## src/rtl/baser_257b_transcoder_if.sv

```systemverilog
// Stream interface between the 66b block generator and the 256b/257b
// transcoder. The master drives 66b blocks in; the slave (the transcoder)
// drives the 257b transcoded block and its one-cycle valid strobe out.
interface baser_257b_transcoder_if #(
  parameter int FRAME_WIDTH = 66,
  parameter int TC_WIDTH    = 257
);

  logic                   i_valid;
  logic                   i_align;
  logic [FRAME_WIDTH-1:0] i_tx_coded;
  logic [TC_WIDTH-1:0]    o_tx_xcoded;
  logic                   o_valid;

  modport master (
    output i_valid,
    output i_align,
    output i_tx_coded,
    input  o_tx_xcoded,
    input  o_valid
  );

  modport slave (
    input  i_valid,
    input  i_align,
    input  i_tx_coded,
    output o_tx_xcoded,
    output o_valid
  );

endinterface

```

## src/rtl/baser_257b_transcoder.sv

```systemverilog
// baser_257b_transcoder
// Transmit-side 256b/257b transcoder. Collects four consecutive 66b blocks
// and emits one 257b block using the compressed first-control-block format.
// Blocks with a bad sync header or an unknown control type are replaced by
// an error control block (type 0x1E, eight 7'h1E characters) before packing.
// Optional statistics counters are built only when BASER_TC_COUNTERS_EN is
// defined; otherwise all counter outputs are tied to zero.
module baser_257b_transcoder #(
  parameter int DATA_WIDTH    = 64,
  parameter int HDR_WIDTH     = 2,
  parameter int FRAME_WIDTH   = DATA_WIDTH + HDR_WIDTH,
  parameter int TC_DATA_WIDTH = 4 * DATA_WIDTH,
  parameter int TC_HDR_WIDTH  = 1,
  parameter int TC_WIDTH      = TC_DATA_WIDTH + TC_HDR_WIDTH
) (
  input  logic                           clk,
  input  logic                           i_rst_n,
  baser_257b_transcoder_if.slave         tc,
  output logic [31:0]                    o_block_count,
  output logic [31:0]                    o_data_count,
  output logic [31:0]                    o_ctrl_count,
  output logic [31:0]                    o_inv_sh_count,
  output logic [31:0]                    o_inv_type_count
);

  localparam logic [HDR_WIDTH-1:0]  SH_DATA     = 2'b01;
  localparam logic [HDR_WIDTH-1:0]  SH_CTRL     = 2'b10;
  localparam logic [DATA_WIDTH-1:0] ERR_PAYLOAD = {{8{7'h1E}}, 8'h1E};

  logic [HDR_WIDTH-1:0]  in_sh;
  logic [7:0]            in_type;
  logic                  type_legal;
  logic                  inv_sh;
  logic                  inv_type;
  logic                  cur_is_data;
  logic [DATA_WIDTH-1:0] cur_payload;

  logic [1:0]            idx;
  logic [DATA_WIDTH-1:0] slot_payload [3];
  logic [2:0]            slot_data;

  logic [DATA_WIDTH-1:0] grp_payload [4];
  logic [3:0]            grp_data;
  logic                  all_data;
  logic                  emit;
  logic [TC_WIDTH-1:0]   tc_word;

  // Classify the incoming block and substitute the error block when needed
  always_comb begin
    in_sh   = tc.i_tx_coded[HDR_WIDTH-1:0];
    in_type = tc.i_tx_coded[HDR_WIDTH+7:HDR_WIDTH];
    case (in_type)
      8'h1E, 8'h2D, 8'h33, 8'h66, 8'h55, 8'h78, 8'h4B, 8'h87,
      8'h99, 8'hAA, 8'hB4, 8'hCC, 8'hD2, 8'hE1, 8'hFF: type_legal = 1'b1;
      default:                                          type_legal = 1'b0;
    endcase
    inv_sh   = (in_sh != SH_DATA) && (in_sh != SH_CTRL);
    inv_type = (in_sh == SH_CTRL) && !type_legal;
    if (inv_sh || inv_type) begin
      cur_is_data = 1'b0;
      cur_payload = ERR_PAYLOAD;
    end else begin
      cur_is_data = (in_sh == SH_DATA);
      cur_payload = tc.i_tx_coded[FRAME_WIDTH-1:HDR_WIDTH];
    end
  end

  // Assemble the candidate group: three stored slots plus the live block
  always_comb begin
    grp_payload[0] = slot_payload[0];
    grp_payload[1] = slot_payload[1];
    grp_payload[2] = slot_payload[2];
    grp_payload[3] = cur_payload;
    grp_data       = {cur_is_data, slot_data};
    all_data       = &grp_data;
    emit           = tc.i_valid && !tc.i_align && (idx == 2'd3);
  end

  // Pack the group; the first control block loses its type high nibble
  always_comb begin
    tc_word = '0;
    if (all_data) begin
      tc_word = {grp_payload[3], grp_payload[2], grp_payload[1], grp_payload[0],
                 {TC_HDR_WIDTH{1'b1}}};
    end else if (!grp_data[0]) begin
      tc_word = {grp_payload[3], grp_payload[2], grp_payload[1],
                 grp_payload[0][63:8], grp_payload[0][3:0],
                 grp_data, 1'b0};
    end else if (!grp_data[1]) begin
      tc_word = {grp_payload[3], grp_payload[2],
                 grp_payload[1][63:8], grp_payload[1][3:0],
                 grp_payload[0], grp_data, 1'b0};
    end else if (!grp_data[2]) begin
      tc_word = {grp_payload[3],
                 grp_payload[2][63:8], grp_payload[2][3:0],
                 grp_payload[1], grp_payload[0], grp_data, 1'b0};
    end else begin
      tc_word = {grp_payload[3][63:8], grp_payload[3][3:0],
                 grp_payload[2], grp_payload[1], grp_payload[0],
                 grp_data, 1'b0};
    end
  end

  // Slot index, slot storage and the registered transcoded output
  always_ff @(posedge clk or negedge i_rst_n) begin
    if (!i_rst_n) begin
      idx            <= 2'd0;
      slot_data      <= 3'b000;
      for (int k = 0; k < 3; k++) begin
        slot_payload[k] <= '0;
      end
      tc.o_tx_xcoded <= '0;
      tc.o_valid     <= 1'b0;
    end else begin
      tc.o_valid <= emit;
      if (emit) begin
        tc.o_tx_xcoded <= tc_word;
      end
      if (tc.i_align) begin
        if (tc.i_valid) begin
          slot_payload[0] <= cur_payload;
          slot_data[0]    <= cur_is_data;
          idx             <= 2'd1;
        end else begin
          idx <= 2'd0;
        end
      end else if (tc.i_valid) begin
        case (idx)
          2'd0: begin
            slot_payload[0] <= cur_payload;
            slot_data[0]    <= cur_is_data;
          end
          2'd1: begin
            slot_payload[1] <= cur_payload;
            slot_data[1]    <= cur_is_data;
          end
          2'd2: begin
            slot_payload[2] <= cur_payload;
            slot_data[2]    <= cur_is_data;
          end
          default: begin
          end
        endcase
        idx <= idx + 2'd1;
      end
    end
  end

`ifdef BASER_TC_COUNTERS_EN
  function automatic logic [31:0] sat_inc(input logic [31:0] value);
    return (value == 32'hFFFF_FFFF) ? value : value + 32'd1;
  endfunction

  // Saturating statistics counters for groups and replaced blocks
  always_ff @(posedge clk or negedge i_rst_n) begin
    if (!i_rst_n) begin
      o_block_count    <= 32'h0;
      o_data_count     <= 32'h0;
      o_ctrl_count     <= 32'h0;
      o_inv_sh_count   <= 32'h0;
      o_inv_type_count <= 32'h0;
    end else begin
      if (emit) begin
        o_block_count <= sat_inc(o_block_count);
        if (all_data) begin
          o_data_count <= sat_inc(o_data_count);
        end else begin
          o_ctrl_count <= sat_inc(o_ctrl_count);
        end
      end
      if (tc.i_valid && inv_sh) begin
        o_inv_sh_count <= sat_inc(o_inv_sh_count);
      end
      if (tc.i_valid && inv_type) begin
        o_inv_type_count <= sat_inc(o_inv_type_count);
      end
    end
  end
`else
  assign o_block_count    = 32'h0;
  assign o_data_count     = 32'h0;
  assign o_ctrl_count     = 32'h0;
  assign o_inv_sh_count   = 32'h0;
  assign o_inv_type_count = 32'h0;
`endif

endmodule

```

## src/flat_wrapper.sv

```systemverilog
// flat-port wrapper written by rule: the top's interface ports become plain ports
module baser_257b_transcoder_flat 
#(
  parameter int DATA_WIDTH    = 64,
  parameter int HDR_WIDTH     = 2,
  parameter int FRAME_WIDTH   = DATA_WIDTH + HDR_WIDTH,
  parameter int TC_DATA_WIDTH = 4 * DATA_WIDTH,
  parameter int TC_HDR_WIDTH  = 1,
  parameter int TC_WIDTH      = TC_DATA_WIDTH + TC_HDR_WIDTH
)
  (clk, i_rst_n, o_block_count, o_data_count, o_ctrl_count, o_inv_sh_count, o_inv_type_count, tc_i_valid, tc_i_align, tc_i_tx_coded, tc_o_tx_xcoded, tc_o_valid);
  baser_257b_transcoder_if #(.FRAME_WIDTH(FRAME_WIDTH), .TC_WIDTH(TC_WIDTH)) tc_i ();
  input  logic clk;
  input  logic i_rst_n;
  output logic [31:0] o_block_count;
  output logic [31:0] o_data_count;
  output logic [31:0] o_ctrl_count;
  output logic [31:0] o_inv_sh_count;
  output logic [31:0] o_inv_type_count;
  input wire logic [$bits(tc_i.i_valid)-1:0] tc_i_valid;
  input wire logic [$bits(tc_i.i_align)-1:0] tc_i_align;
  input wire logic [$bits(tc_i.i_tx_coded)-1:0] tc_i_tx_coded;
  output wire logic [$bits(tc_i.o_tx_xcoded)-1:0] tc_o_tx_xcoded;
  output wire logic [$bits(tc_i.o_valid)-1:0] tc_o_valid;
  assign tc_i.i_valid = tc_i_valid;
  assign tc_i.i_align = tc_i_align;
  assign tc_i.i_tx_coded = tc_i_tx_coded;
  assign tc_o_tx_xcoded = tc_i.o_tx_xcoded;
  assign tc_o_valid = tc_i.o_valid;
  baser_257b_transcoder #(.DATA_WIDTH(DATA_WIDTH), .HDR_WIDTH(HDR_WIDTH), .FRAME_WIDTH(FRAME_WIDTH), .TC_DATA_WIDTH(TC_DATA_WIDTH), .TC_HDR_WIDTH(TC_HDR_WIDTH), .TC_WIDTH(TC_WIDTH)) u_core (.clk(clk), .i_rst_n(i_rst_n), .tc(tc_i), .o_block_count(o_block_count), .o_data_count(o_data_count), .o_ctrl_count(o_ctrl_count), .o_inv_sh_count(o_inv_sh_count), .o_inv_type_count(o_inv_type_count));
endmodule
```

## config.mk

```make
export PLATFORM = sky130hd
export DESIGN_NAME = baser_257b_transcoder_flat
export DESIGN_NICKNAME = d
export VERILOG_FILES = /design/src/rtl/baser_257b_transcoder_if.sv /design/src/rtl/baser_257b_transcoder.sv /design/src/flat_wrapper.sv
export SDC_FILE = /design/constraint.sdc
export NUM_CORES = 1
export LEC_CHECK = 0
export ABC_AREA = 1
export BUFFER_PORTS_ARGS = -buffer_cell sky130_fd_sc_hd__buf_2
export CAP_MARGIN = 20
export CORE_ASPECT_RATIO = 0.5
export CORE_MARGIN = 5
export CORE_UTILIZATION = 30
export CTS_CLUSTER_SIZE = 14
export DETAILED_ROUTE_END_ITERATION = 8
export PLACE_DENSITY_LB_ADDON = 0.25
export SYNTH_ARGS = -nofsm -noshare
export SYNTH_HDL_FRONTEND = slang
export SYNTH_SLANG_ARGS = --single-unit
```

## constraint.sdc

```tcl
create_clock -name clk -period 1.8 [get_ports clk]
set_input_delay 0.18 -clock clk [delete_from_list [all_inputs] [get_ports clk]]
set_output_delay 0.18 -clock clk [all_outputs]
set_load 0.005 [all_outputs]
```

Word-level counts from Yosys, hierarchy flattened
Cells that the tools add are included.

Bitwise gates (word level): 1. Mux-type cells: 20. Reductions and logical operators: 15. Eq/ne operators: 22. $add $sub $neg: 1.

Operators with widths (count): 201-bit two-way mux (4); 64-bit two-way mux (6); 192-bit two-way mux (1); 8-bit equality test (second input constant) (8); 8-bit by 7-bit equality test with 1-bit output (second input constant) (4); 8-bit by 6-bit equality test with 1-bit output (second input constant) (2); 15-bit OR reduction (1); 8-bit by 5-bit equality test with 1-bit output (second input constant) (1); 1-bit two-way mux (7); 2-bit equality test (second input constant) (3); 3-bit AND reduction (2); 2-bit by 1-bit equality test with 1-bit output (second input constant) (2); 1-bit logical AND (4); 2-bit two-way mux (2); 4-bit AND reduction (1); 2-bit nonzero test (2); 2-bit by 1-bit adder with 2-bit output (second input constant) (1); 1-bit logical NOT (2); 2-bit logical NOT (1); 2-bit by 1-bit != test with 1-bit output (second input constant) (1); 2-bit != test (second input constant) (1); 2-bit AND reduction (1); 1-bit logical OR (1); 1-bit NOT (1).

Flip-flop bits (word level): 455. Logic and storage cells: 68. Output and inout port bits: 418. Bits of input ports: 70.

Depth between registers and ports, before layout
Gate-level depths: netlist (run 1).

Depth after elaboration: 11. Mapped depth: 15. Mapped depth without buffers: 13.

Worst setup path before layout (run 1)
OpenSTA, ideal clock, no wires.

Path kind: register to register. From: register u_core.idx[1]. To: register u_core.slot_payload, in the netlist u_core.grp_payload[155]. Slack: 93 ps. Cell stages (with the launch flop): 10. Required time: 1717 ps. Library setup time: 83 ps. Path buffers: 3. Arrival: 1624 ps. Period minus slack after synthesis: 1707 ps. Path through: dfrtp_1 > inv_1 > ha_1 > nand3_1 > clkbuf_1 > inv_1 > clkbuf_1 > buf_1 > nand2_1 > o21ai_0.

Word-level cells in the longest chain between the ends: 2.

Ends and longest elaborated chain: from (decl) (line baser_257b_transcoder.sv:38) `logic [1:0] idx;`; from (signal assigned) (line baser_257b_transcoder.sv:144) `idx <= idx + 2'd1;`; 2-bit by 1-bit equality test with 1-bit output (line baser_257b_transcoder.sv:128) `case (idx)`; 3-bit AND reduction (no source line); to (decl) (line baser_257b_transcoder.sv:39) `logic [DATA_WIDTH-1:0] slot_payload [3];`.

No other way between the ends. A chain may end at the register's enable or synchronous reset.

Worst setup path in the final report (run 1)
From: register u_core.idx[0]. To: register u_core.tc.o_tx_xcoded[156].

Word-level cells in the longest chain between the ends: 2.

Ends and longest elaborated chain: 2-bit equality test (line baser_257b_transcoder.sv:76) `emit = tc.i_valid && !tc.i_align && (idx == 2'd3);`; 1-bit logical AND (line baser_257b_transcoder.sv:76); to (signal assigned) (line baser_257b_transcoder.sv:117) `tc.o_tx_xcoded <= tc_word;`; to (decl) (line baser_257b_transcoder_if.sv:27) `output o_tx_xcoded,`.

No other way between the ends.

==> reports/qor.yml, run 1 <==
grt_busiest_layer: "met2"
clkLatencyLatePin_ns: 0.57
cts.sinks: 455
skew_ns: 0.0151
tns_ns: 0
cts_buffers: 46
worst_setup_path_end_kind: "flop"
p_total_mw: 31.7
grt_pass1_vias: 16548
pin_count: 488
firstDrtPassIters: 5
critPathKind: "reg -> reg"
synth_simple_gate_area_share_pct: 16.0
drive_gt1_share_pct: 20.1
startpoint: "u_core.idx[0]$_DFFE_PN0P_"
ys_seq_area_share_pct: 56.7
final_util_pct: 37.8
start_kind: "flop"
diodes: 0
area_growth_pct: 25.4
finalHoldViolCount: 0
p_int_mw: 21.6
final_area_um2: 25200
synth_compound_area_share_pct: 15.9
fin_crit_sh_pct: 96.6
combPwrFrac_pct: 21.0
power_frac_seq_pct: 48.4
gp_congestion: 0.844
synth_top_family_by_area: "simple AND/OR/NAND/NOR gates"
use_met2_pct: 32.2
wire_per_inst_um: 18.9
maxCapViolCount: 0
p_clk_share_pct: 30.5
clockBufferDepth: 3
tightest_slew_ns: 0.716
setup_viol: 0
final_common_cell: "nand2_1"
rows: 67
ant_nets: 0
synth-xor-area-share_pct: 0.0872
use_met1_pct: 22.8
critical_path_peak_fanout: 65
p_leak_nw: 13.1
fin_nets: 2794
period_needed_ns: 1.74
synth_area_um2: 20100
htree_levels: 2
hp-start: "tc_i_tx_coded[64]"
vias: 16832
cts_root_buf: "clkbuf_16"
holdWs_ns: 0.0219
drv_slew: 0
cp_data_arrival_time_ns: 2.23
grt_max_degree: 82
crit_required_ns: 2.29
place_hpwl_um: 47700
cts_tree: "yes"
final_cell_mix: "nand2_1 (615), dfrtp_1 (455), o21ai_0 (336)"
die_x_um: 376
pwr_density_cell_nw_per_um2: 1260
p_sw_share_pct: 31.7
synth_fa_ha_area_share_pct: 0.249
synthTopCellsByArea: "dfrtp_1 (57%), nand2_1 (12%), o21ai_0 (8.8%), buf_4 (6.2%), o21ai_1 (3.6%)"
dieArea_um2: 72600
power.net_switching_mw: 10.0
synth.ff_latch_count: 455
synth_cells: 2326
path_clk_slew_ns: 0.06
ys_types: 26
yosys_warnings: 0
use_met3_pct: 2.24
drt-total-wl_um: 69100
rr_startpoint: "u_core.idx[0]$_DFFE_PN0P_"
antenna_found_initial: 0
max_freq_mhz: 575
maxSlewHeadroom_pct: 52.1
min_path_type: "in -> reg"
dr.first_iter.drc_count: 1256
viasPerCell: 4.61
fp.coreArea_um2: 66600
io_buffer_count: 327
yosysTopAreaCell: "dfrtp_1"
ir_drop_mv: 0.637
synth_top_area_share_pct: 56.7
start_util_pct: 30.2
grt_pass1_wl_um: 102000
grt_overflow: 0
place_area_um2: 22900
syn_area_per_cell_um2: 8.64
drc: 0
die_y_um: 193
status: "completed"
grt_util_all_layers_pct: 17.8
synth_mux_area_share_pct: 0
==> flip-flops by register name (all words and copies together) (netlist names) <==
register,count
u_core.slot_data,3
u_core.grp_payload,192
u_core.idx,2
u_core.tc.o_tx_xcoded,257
u_core.tc.o_valid,1
==> critical path, cell delays in order (launching register included) <==
cell and delay, ns:
dfrtp_1 0.40, ha_1 0.21, nand3_4 0.14, inv_4 0.15, buf_16 0.23, o21ai_0 0.26, o21ai_1 0.17
==> per-stage QoR <==
| stage | worst slack [ns] | std cells |
|---|---|---|
| 6_report | 0.0612 | 3650 |
| 4_1_cts | 0.0552 | 3637 |
| 5_1_grt | -0.0251 | 3650 |
| 3_3_place_gp | -0.193 | 3510 |
| 2_1_floorplan | 0.0934 | 2485 |
| 3_5_place_dp | -0.131 | 3510 |
==> area by class of cell <==
cell class                 count  area (µm²)
clock buffer                  72        1420
multi-input combinational   1611        7170
inverter                     114         438
sequential                   455       11400
fill                        6916       41400
tap                          897        1120
clock inverter                 9        76.3
timing repair buffer         492        3580
==> power by group through the flow <==
stage / logic [mW] / registers (mW) / clock network (mW)
after floorplan: 3.14 / 14.8 / 0
after global placement: 6.49 / 15.5 / 0
after detailed placement: 6.59 / 15.5 / 0
after CTS: 6.69 / 15.4 / 9.86
after global routing: 7.60 / 15.6 / 10.3
final: 6.66 / 15.3 / 9.67
==> path summary, 6_finish.rpt <==
kind | endpoint | slack (ns) | depth (start not counted)
min in group asynchronous | u_core.tc.o_tx_xcoded[3]$_DFFE_PN0P_ | 0.15 | 2
worst min-delay path | u_core.tc.o_tx_xcoded[255]$_DFFE_PN0P_ | 0.02 | 5
max in group asynchronous | u_core.tc.o_tx_xcoded[163]$_DFFE_PN0P_ | 0.88 | 3
worst max register to register | u_core.tc.o_tx_xcoded[156]$_DFFE_PN0P_ | 0.06 | 6
worst max-delay path | u_core.tc.o_tx_xcoded[156]$_DFFE_PN0P_ | 0.06 | 6
worst min register to register | u_core.tc.o_tx_xcoded[250]$_DFFE_PN0P_ | 0.47 | 2
==> cells in the mapped netlist <==
cell type	count
xnor2_1	1
o21ai_0	354
clkbuf_1	104
inv_1	112
buf_1	11
xor2_1	1
o21ai_1	143
buf_6	1
nand2_1	618
dfrtp_1	455
buf_4	167
nand3_1	25
nor2_1	149
nand3_2	1
a2bb2oi_1	3
nor2_2	22
o21a_1	28
or2_2	1
nand2_2	2
conb_1	1
o211ai_1	2
ha_1	4
nand4_1	6
inv_2	2
a21oi_1	91
buf_2	22
==> kinds of logic after synthesis <==
logic type	Yosys count
AND/OR/NAND/NOR	824
AO/OA/AOI/OAI	621
flip-flops	455
buffers and inverters	419
adder cells (fa/ha/maj)	4
XOR/XNOR	2
other	1
==> what timing repair did <==
item,in CTS,in global routing
setup buffers,0,7
setup endpoints to repair,3,116
hold buffers,46,0
cloned,0,6
gates resized for setup,1,37
pin swaps,0,2
endpoints found under the hold margin,549,0
==> routing by layer <==
layer / share of wire [%] / vias to the layer above
li1: - / 7981
met1: 42 / 8349
met2: 51 / 420
met3: 4.3 / 82
met4: 2.5 / 0
met5: 0 / -
No activity file was read; power rests on OpenSTA's default activity.
==> run 2: changes to the inputs <==
--- a/config.mk
+++ b/config.mk
@@ -8,6 +8,8 @@
 export ABC_AREA = 1
 export BUFFER_PORTS_ARGS = -buffer_cell sky130_fd_sc_hd__buf_2
 export CAP_MARGIN = 20
+export CELL_PAD_IN_SITES_DETAIL_PLACEMENT = 1
+export CELL_PAD_IN_SITES_GLOBAL_PLACEMENT = 1
 export CORE_ASPECT_RATIO = 0.5
 export CORE_MARGIN = 5
 export CORE_UTILIZATION = 30
==> reports/qor.yml, run 2 (same netlist as run 1, synthesis figures left out) <==
fillers: 7893  # +14%
ir_drop_mv: 0.620  # -2.5%
combPwrFrac_pct: 20.8  # -0.2 points
power_frac_seq_pct: 47.5  # -0.9 points
critical_path.top_delay_family: "buffers and inverters"
final_cell_mix: "nand2_1 (616), dfrtp_1 (455), o21ai_0 (343)"
crit_required_ns: 2.24  # -0.05 ns
critPathKind: "in -> reg"
die_y_um: 193  # unchanged
grt_max_degree: 74  # -9.8%
skew_ns: 0.0174  # +0.00225 ns
grt_pass1_vias: 17708  # +7.0%
rows: 67  # unchanged
clkLatencyLatePin_ns: 0.57  # about the same
final_area_um2: 25300  # +0.28%
drive_gt1_share_pct: 20.3  # +0.17 points
rrSetupSlack_ns: 0.11  # +0.05 ns
max_freq_mhz: 588  # +2.3%
p_leak_nw: 13.1  # +0.20%
io_buffer_count: 327  # unchanged
start_kind: "input pin"
htree_levels: 2  # unchanged
path_clk_slew_ns: 0.06  # about the same
start_util_pct: 30.2  # unchanged
top_register: "u_core.tc.o_tx_xcoded"
pwr_density_cell_nw_per_um2: 1280  # +1.8%
drv_slew: 0  # unchanged
viasPerCell: 4.64  # +0.65%
antenna_found_initial: 0  # unchanged
worst_path_max_delay_cell: "dlygate4sd3_1"
critPathBufInv: 6  # +4
crit_chain: "dlygate4sd3_1 -> buf_2 -> nor2_1 -> inv_1 -> nor2_4 -> inv_4 -> nand2_4 -> clkinv_1 -> buf_4 -> o21ai_1 -> o21ai_0"
gp_congestion: 0.794  # -5.8%
pin_count: 488  # unchanged
p_int_mw: 22.0  # +1.7%
period_needed_ns: 1.70  # -0.0387 ns
p_sw_share_pct: 31.9  # +0.25 points
vias: 16974  # +0.84%
fin_crit_sh_pct: 94.5  # -2.1 points
holdWs_ns: 0.0321  # +0.0101 ns
drt-total-wl_um: 73400  # +6.2%
status: "completed"
power.net_switching_mw: 10.3  # +2.9%
place_hpwl_um: 51700  # +8.3%
maxCapViolCount: 0  # unchanged
critPathMaxStageDelay_ns: 0.54  # +0.14 ns
fp.coreArea_um2: 66600  # unchanged
dieArea_um2: 72600  # unchanged
cts.sinks: 455  # unchanged
critical_path_peak_fanout: 13  # -80%
worst_setup_path_end_kind: "flop"
cts_root_buf: "clkbuf_16"
dr.first_iter.drc_count: 996  # -21%
diodes: 0  # unchanged
grt_overflow: 0  # unchanged
fin_nets: 2796  # +0.072%
place_area_um2: 23000  # +0.33%
ant_nets: 0  # unchanged
largest_reg_flops: 257  # unchanged
clockBufferDepth: 3  # unchanged
cts_tree: "yes"
finalHoldViolCount: 0  # unchanged
p_clk_share_pct: 31.7  # +1.2 points
firstDrtPassIters: 5  # unchanged
final_common_cell: "nand2_1"
min_path_type: "in -> reg"
setup_viol: 0  # unchanged
grt_util_all_layers_pct: 19.4  # +1.6 points
die_x_um: 376  # unchanged
wire_per_inst_um: 20.1  # +6.0%
cp_data_arrival_time_ns: 2.14  # -0.09 ns
cts_buffers: 46  # unchanged
grt_pass1_wl_um: 111000  # +8.9%
area_growth_pct: 25.7
p_total_mw: 32.3  # +2.1%
drc: 0  # unchanged
run 2: worst register-to-register path: stages, from the launching register on:
cell	delay [ns]
dfrtp_1	0.38
nand2_1	0.07
inv_2	0.06
nand2_2	0.09
nor2_4	0.13
inv_4	0.07
nand2_4	0.11
clkinv_1	0.12
buf_4	0.21
o21ai_1	0.22
o21ai_0	0.11
run 2: through the flow:
stage	util (%)	instances	TNS (ns)	setup WS [ns]
5_1_grt	37.9	3657	-0.000285	-0.000285
2_1_floorplan	-	2485	0	0.0934
3_3_place_gp	34.5	3515	-0.501	-0.0907
4_1_cts	37.7	3652	0	0.00332
3_5_place_dp	34.5	3515	-0.540	-0.0754
6_report	37.9	3657	0	0.0999
run 2: final timing paths:
check	startpoint	to	depth (start not counted)
worst max-delay path	tc_i_tx_coded[1]	u_core.tc.o_tx_xcoded[48]$_DFFE_PN0P_	11
worst min-delay path	tc_i_tx_coded[46]	u_core.grp_payload[108]$_DFFE_PN0P_	4
worst max register to register	u_core.slot_data[1]$_DFFE_PN0P_	u_core.tc.o_tx_xcoded[48]$_DFFE_PN0P_	10
worst min register to register	u_core.tc.o_tx_xcoded[113]$_DFFE_PN0P_	u_core.tc.o_tx_xcoded[113]$_DFFE_PN0P_	2
max in group asynchronous	i_rst_n	u_core.tc.o_tx_xcoded[246]$_DFFE_PN0P_	3
min in group asynchronous	i_rst_n	u_core.tc.o_tx_xcoded[137]$_DFFE_PN0P_	2
run 2: area by class of cell:
type	instances	area, µm²	area share (%)
Multi-Input combinational cell	1611	7170	28.4
Sequential cell	455	11400	45.1
Timing Repair Buffer	494	3550	14.1
Inverter	114	438	1.73
Clock inverter	13	150	0.594
Tap cell	897	1120	4.44
Clock buffer	73	1450	5.72
run 2: per-layer routing:
metal	global-route usage, %	up-vias	share of wire [%]
met1	26.2	8575	45
li1	-	7984	-
met5	0	-	0
met2	33.8	328	49
met4	4.46	0	2.2
met3	2.43	87	3.5
run 2: timing repair:
item                                    4_1_cts  5_1_grt
hold buffers                                 51        0
pin swaps                                     0        1
setup buffers                                 0        2
cloned                                        0        3
endpoints found under the hold margin       508        0
resized for setup                             3       21
endpoints found under the setup margin        3       86
run 2: power by group through the flow:
stage	registers, mW	clock network [mW]	logic [mW]
finish	15.4	10.2	6.73
global route	15.7	10.9	7.65
CTS	15.4	10.5	6.85
detailed placement	15.5	0	6.73
global placement	15.5	0	6.55
floorplan	14.8	0	3.14
==> run 3: changes to the inputs <==
--- a/config.mk
+++ b/config.mk
@@ -15,7 +15,7 @@
 export CORE_UTILIZATION = 30
 export CTS_CLUSTER_SIZE = 14
 export DETAILED_ROUTE_END_ITERATION = 8
-export PLACE_DENSITY_LB_ADDON = 0.25
+export PLACE_DENSITY = 0.66
 export SYNTH_ARGS = -nofsm -noshare
 export SYNTH_HDL_FRONTEND = slang
 export SYNTH_SLANG_ARGS = --single-unit
==> reports/qor.yml, run 3 (same netlist as run 1, synthesis figures left out) <==
io_buffer_count: 327  # unchanged
critical_path_peak_fanout: 9  # -4
largest_reg_flops: 257  # unchanged
fin_cells: 3652  # -0.14%
dieArea_um2: 72600  # unchanged
pre_cts_ws_ns: -0.0781  # -0.00270 ns
firstDrtPassIters: 5  # unchanged
max_freq_mhz: 575  # -2.3%
clockBufferDepth: 3  # unchanged
rrSetupSlack_ns: 0.06  # -0.05 ns
viasPerCell: 4.69  # +1.0%
grt_util_all_layers_pct: 19.1  # -0.29 points
clkLatencyLatePin_ns: 0.57  # about the same
grt_max_degree: 79  # +6.8%
antenna_found_initial: 2  # +2
path_clk_slew_ns: 0.06  # about the same
dr_wl_met2_um: 36900  # +1.7%
r2r_cells: 11  # +1
die_x_um: 376  # unchanged
wire_per_inst_um: 20.0  # -0.22%
cts.sinks: 455  # unchanged
p_leak_nw: 13.1  # -0.25%
multi_input_area_um2: 7180  # +0.12%
cts_buffers: 46  # unchanged
place_hpwl_um: 51400  # -0.60%
die_y_um: 193  # unchanged
start_util_pct: 30.2  # unchanged
hold_path_depth: 5  # +1
drc: 0  # unchanged
status: "completed"
ir_drop_mv: 0.606  # -2.3%
min_to: "u_core.grp_payload[92]$_DFFE_PN0P_"
fillers: 7877  # -0.20%
r2r_end: "u_core.tc.o_tx_xcoded[12]$_DFFE_PN0P_"
min_path_type: "in -> reg"
grt_pass1_vias: 17667  # -0.23%
drv_slew: 0  # unchanged
pwr_density_cell_nw_per_um2: 1270  # -0.48%
maxCapViolCount: 0  # unchanged
fin_crit_sh_pct: 96.7  # +2.2 points
htree_levels: 2  # unchanged
start_kind: "flop"
skew_ns: 0.0181  # +0.000705 ns
final_cell_mix: "nand2_1 (616), dfrtp_1 (455), o21ai_0 (337)"
vias: 17128  # +0.91%
rows: 67  # unchanged
grt_overflow: 0  # unchanged
crit_required_ns: 2.24  # about the same
cts_tree: "yes"
setup_viol: 0  # unchanged
finalHoldViolCount: 0  # unchanged
final_common_cell: "nand2_1"
critPathKind: "reg -> reg"
area_growth_pct: 25.6
ant_nets: 0  # unchanged
cts_root_buf: "clkbuf_16"
worst_slack_ns: 0.0600  # -0.0398 ns
drt-total-wl_um: 73100  # -0.35%
rr_startpoint: "u_core.slot_data[1]$_DFFE_PN0P_"
maxSlewHeadroom_pct: 66.3
seqCellArea_um2: 11400  # unchanged
period_needed_ns: 1.74  # +0.0398 ns
cp_data_arrival_time_ns: 2.18  # +0.04 ns
worst_setup_path_end_kind: "flop"
dp.cells: 3515  # unchanged
fin_nets: 2793  # -0.11%
grt_setup_unrepaired: "true"
wl_met1_um: 31300  # -5.1%
top_layer: "met4"
top_register: "u_core.tc.o_tx_xcoded"
gp_congestion: 0.819  # +3.1%
drive_gt1_share_pct: 20.4  # +0.12 points
pin_count: 488  # unchanged
dr_wl_met3_um: 2810  # +10%
hp-start: "tc_i_tx_coded[30]"
grt_pass1_wl_um: 109000  # -1.6%
tightest_slew_ns: 0.503
fp.coreArea_um2: 66600  # unchanged
dr.first_iter.drc_count: 959  # -3.7%
run 3: power breakdown:
part / leakage (nW) / internal [mW] / total (mW) / switching [mW]
clock network: 0.747 / 5.67 / 9.89 / 4.23
registers: 5.83 / 13.1 / 15.4 / 2.36
logic: 6.48 / 3.05 / 6.81 / 3.77
run 3: metal layers:
| metal | global-route usage [%] | vias to the layer above |
|---|---|---|
| li1 | - | 7973 |
| met1 | 24.6 | 8677 |
| met2 | 34.0 | 375 |
| met3 | 2.50 | 103 |
| met4 | 5.78 | 0 |
| met5 | 0 | - |
run 3: per-stage QoR:
stage	instance area [µm²]	util, %	power [mW]	hold slack (ns)	setup TNS (ns)
floorplan	20700	-	18.0	-0.116	0
global route	25200	37.9	34.0	0.0140	-0.0848
global placement	23000	34.6	22.0	0.0503	-0.0730
detailed placement	23000	34.6	22.3	0.0517	-0.734
CTS	25000	37.6	32.4	0.00367	-0.00580
finish	25200	37.9	32.1	0.0257	0
run 3: layout make-up:
cell class              instances  share of cell area [%]
repair buffers                491                    14.2
inverters                     114                    1.74
diodes                          1                 0.00992
clock buffers                  71                    5.41
flip-flops and latches        455                    45.1
well taps                     897                    4.45
multi-input cells            1611                    28.5
clock inverters                12                   0.635
run 3: what timing repair did:
item,in CTS,in global routing
endpoints found under the hold margin,513,0
resized for setup,3,28
hold buffers,41,0
pin swaps,0,1
setup buffers,2,5
setup endpoints to repair,8,71
gates cloned,1,4
run 3: worst max path at each step:
stage	from	endpoint	slack, ns
finish	u_core.slot_data[1]$_DFFE_PN0P_	u_core.tc.o_tx_xcoded[12]$_DFFE_PN0P_	0.06
detailed placement	u_core.slot_data[1]$_DFFE_PN0P_	u_core.tc.o_tx_xcoded[105]$_DFFE_PN0P_	-0.08
floorplan	u_core.idx[1]$_DFFE_PN0P_	u_core.grp_payload[155]$_DFFE_PN0P_	0.09
CTS	u_core.slot_data[1]$_DFFE_PN0P_	u_core.tc.o_tx_xcoded[105]$_DFFE_PN0P_	-0.006
global route	u_core.slot_data[1]$_DFFE_PN0P_	u_core.tc.o_tx_xcoded[156]$_DFFE_PN0P_	-0.02
global placement	tc_i_tx_coded[1]	u_core.tc.o_tx_xcoded[105]$_DFFE_PN0P_	-0.04
run 3: critical path, stage by stage, from the launching register on:
cell        delay [ns]
dfrtp_1           0.37
nand2_1           0.09
inv_4             0.08
nand2_2           0.07
nor2_4            0.12
inv_4             0.08
nand2_8           0.10
clkinvlp_4        0.10
buf_12            0.15
clkbuf_16         0.18
o21ai_1           0.17
o21ai_0           0.10
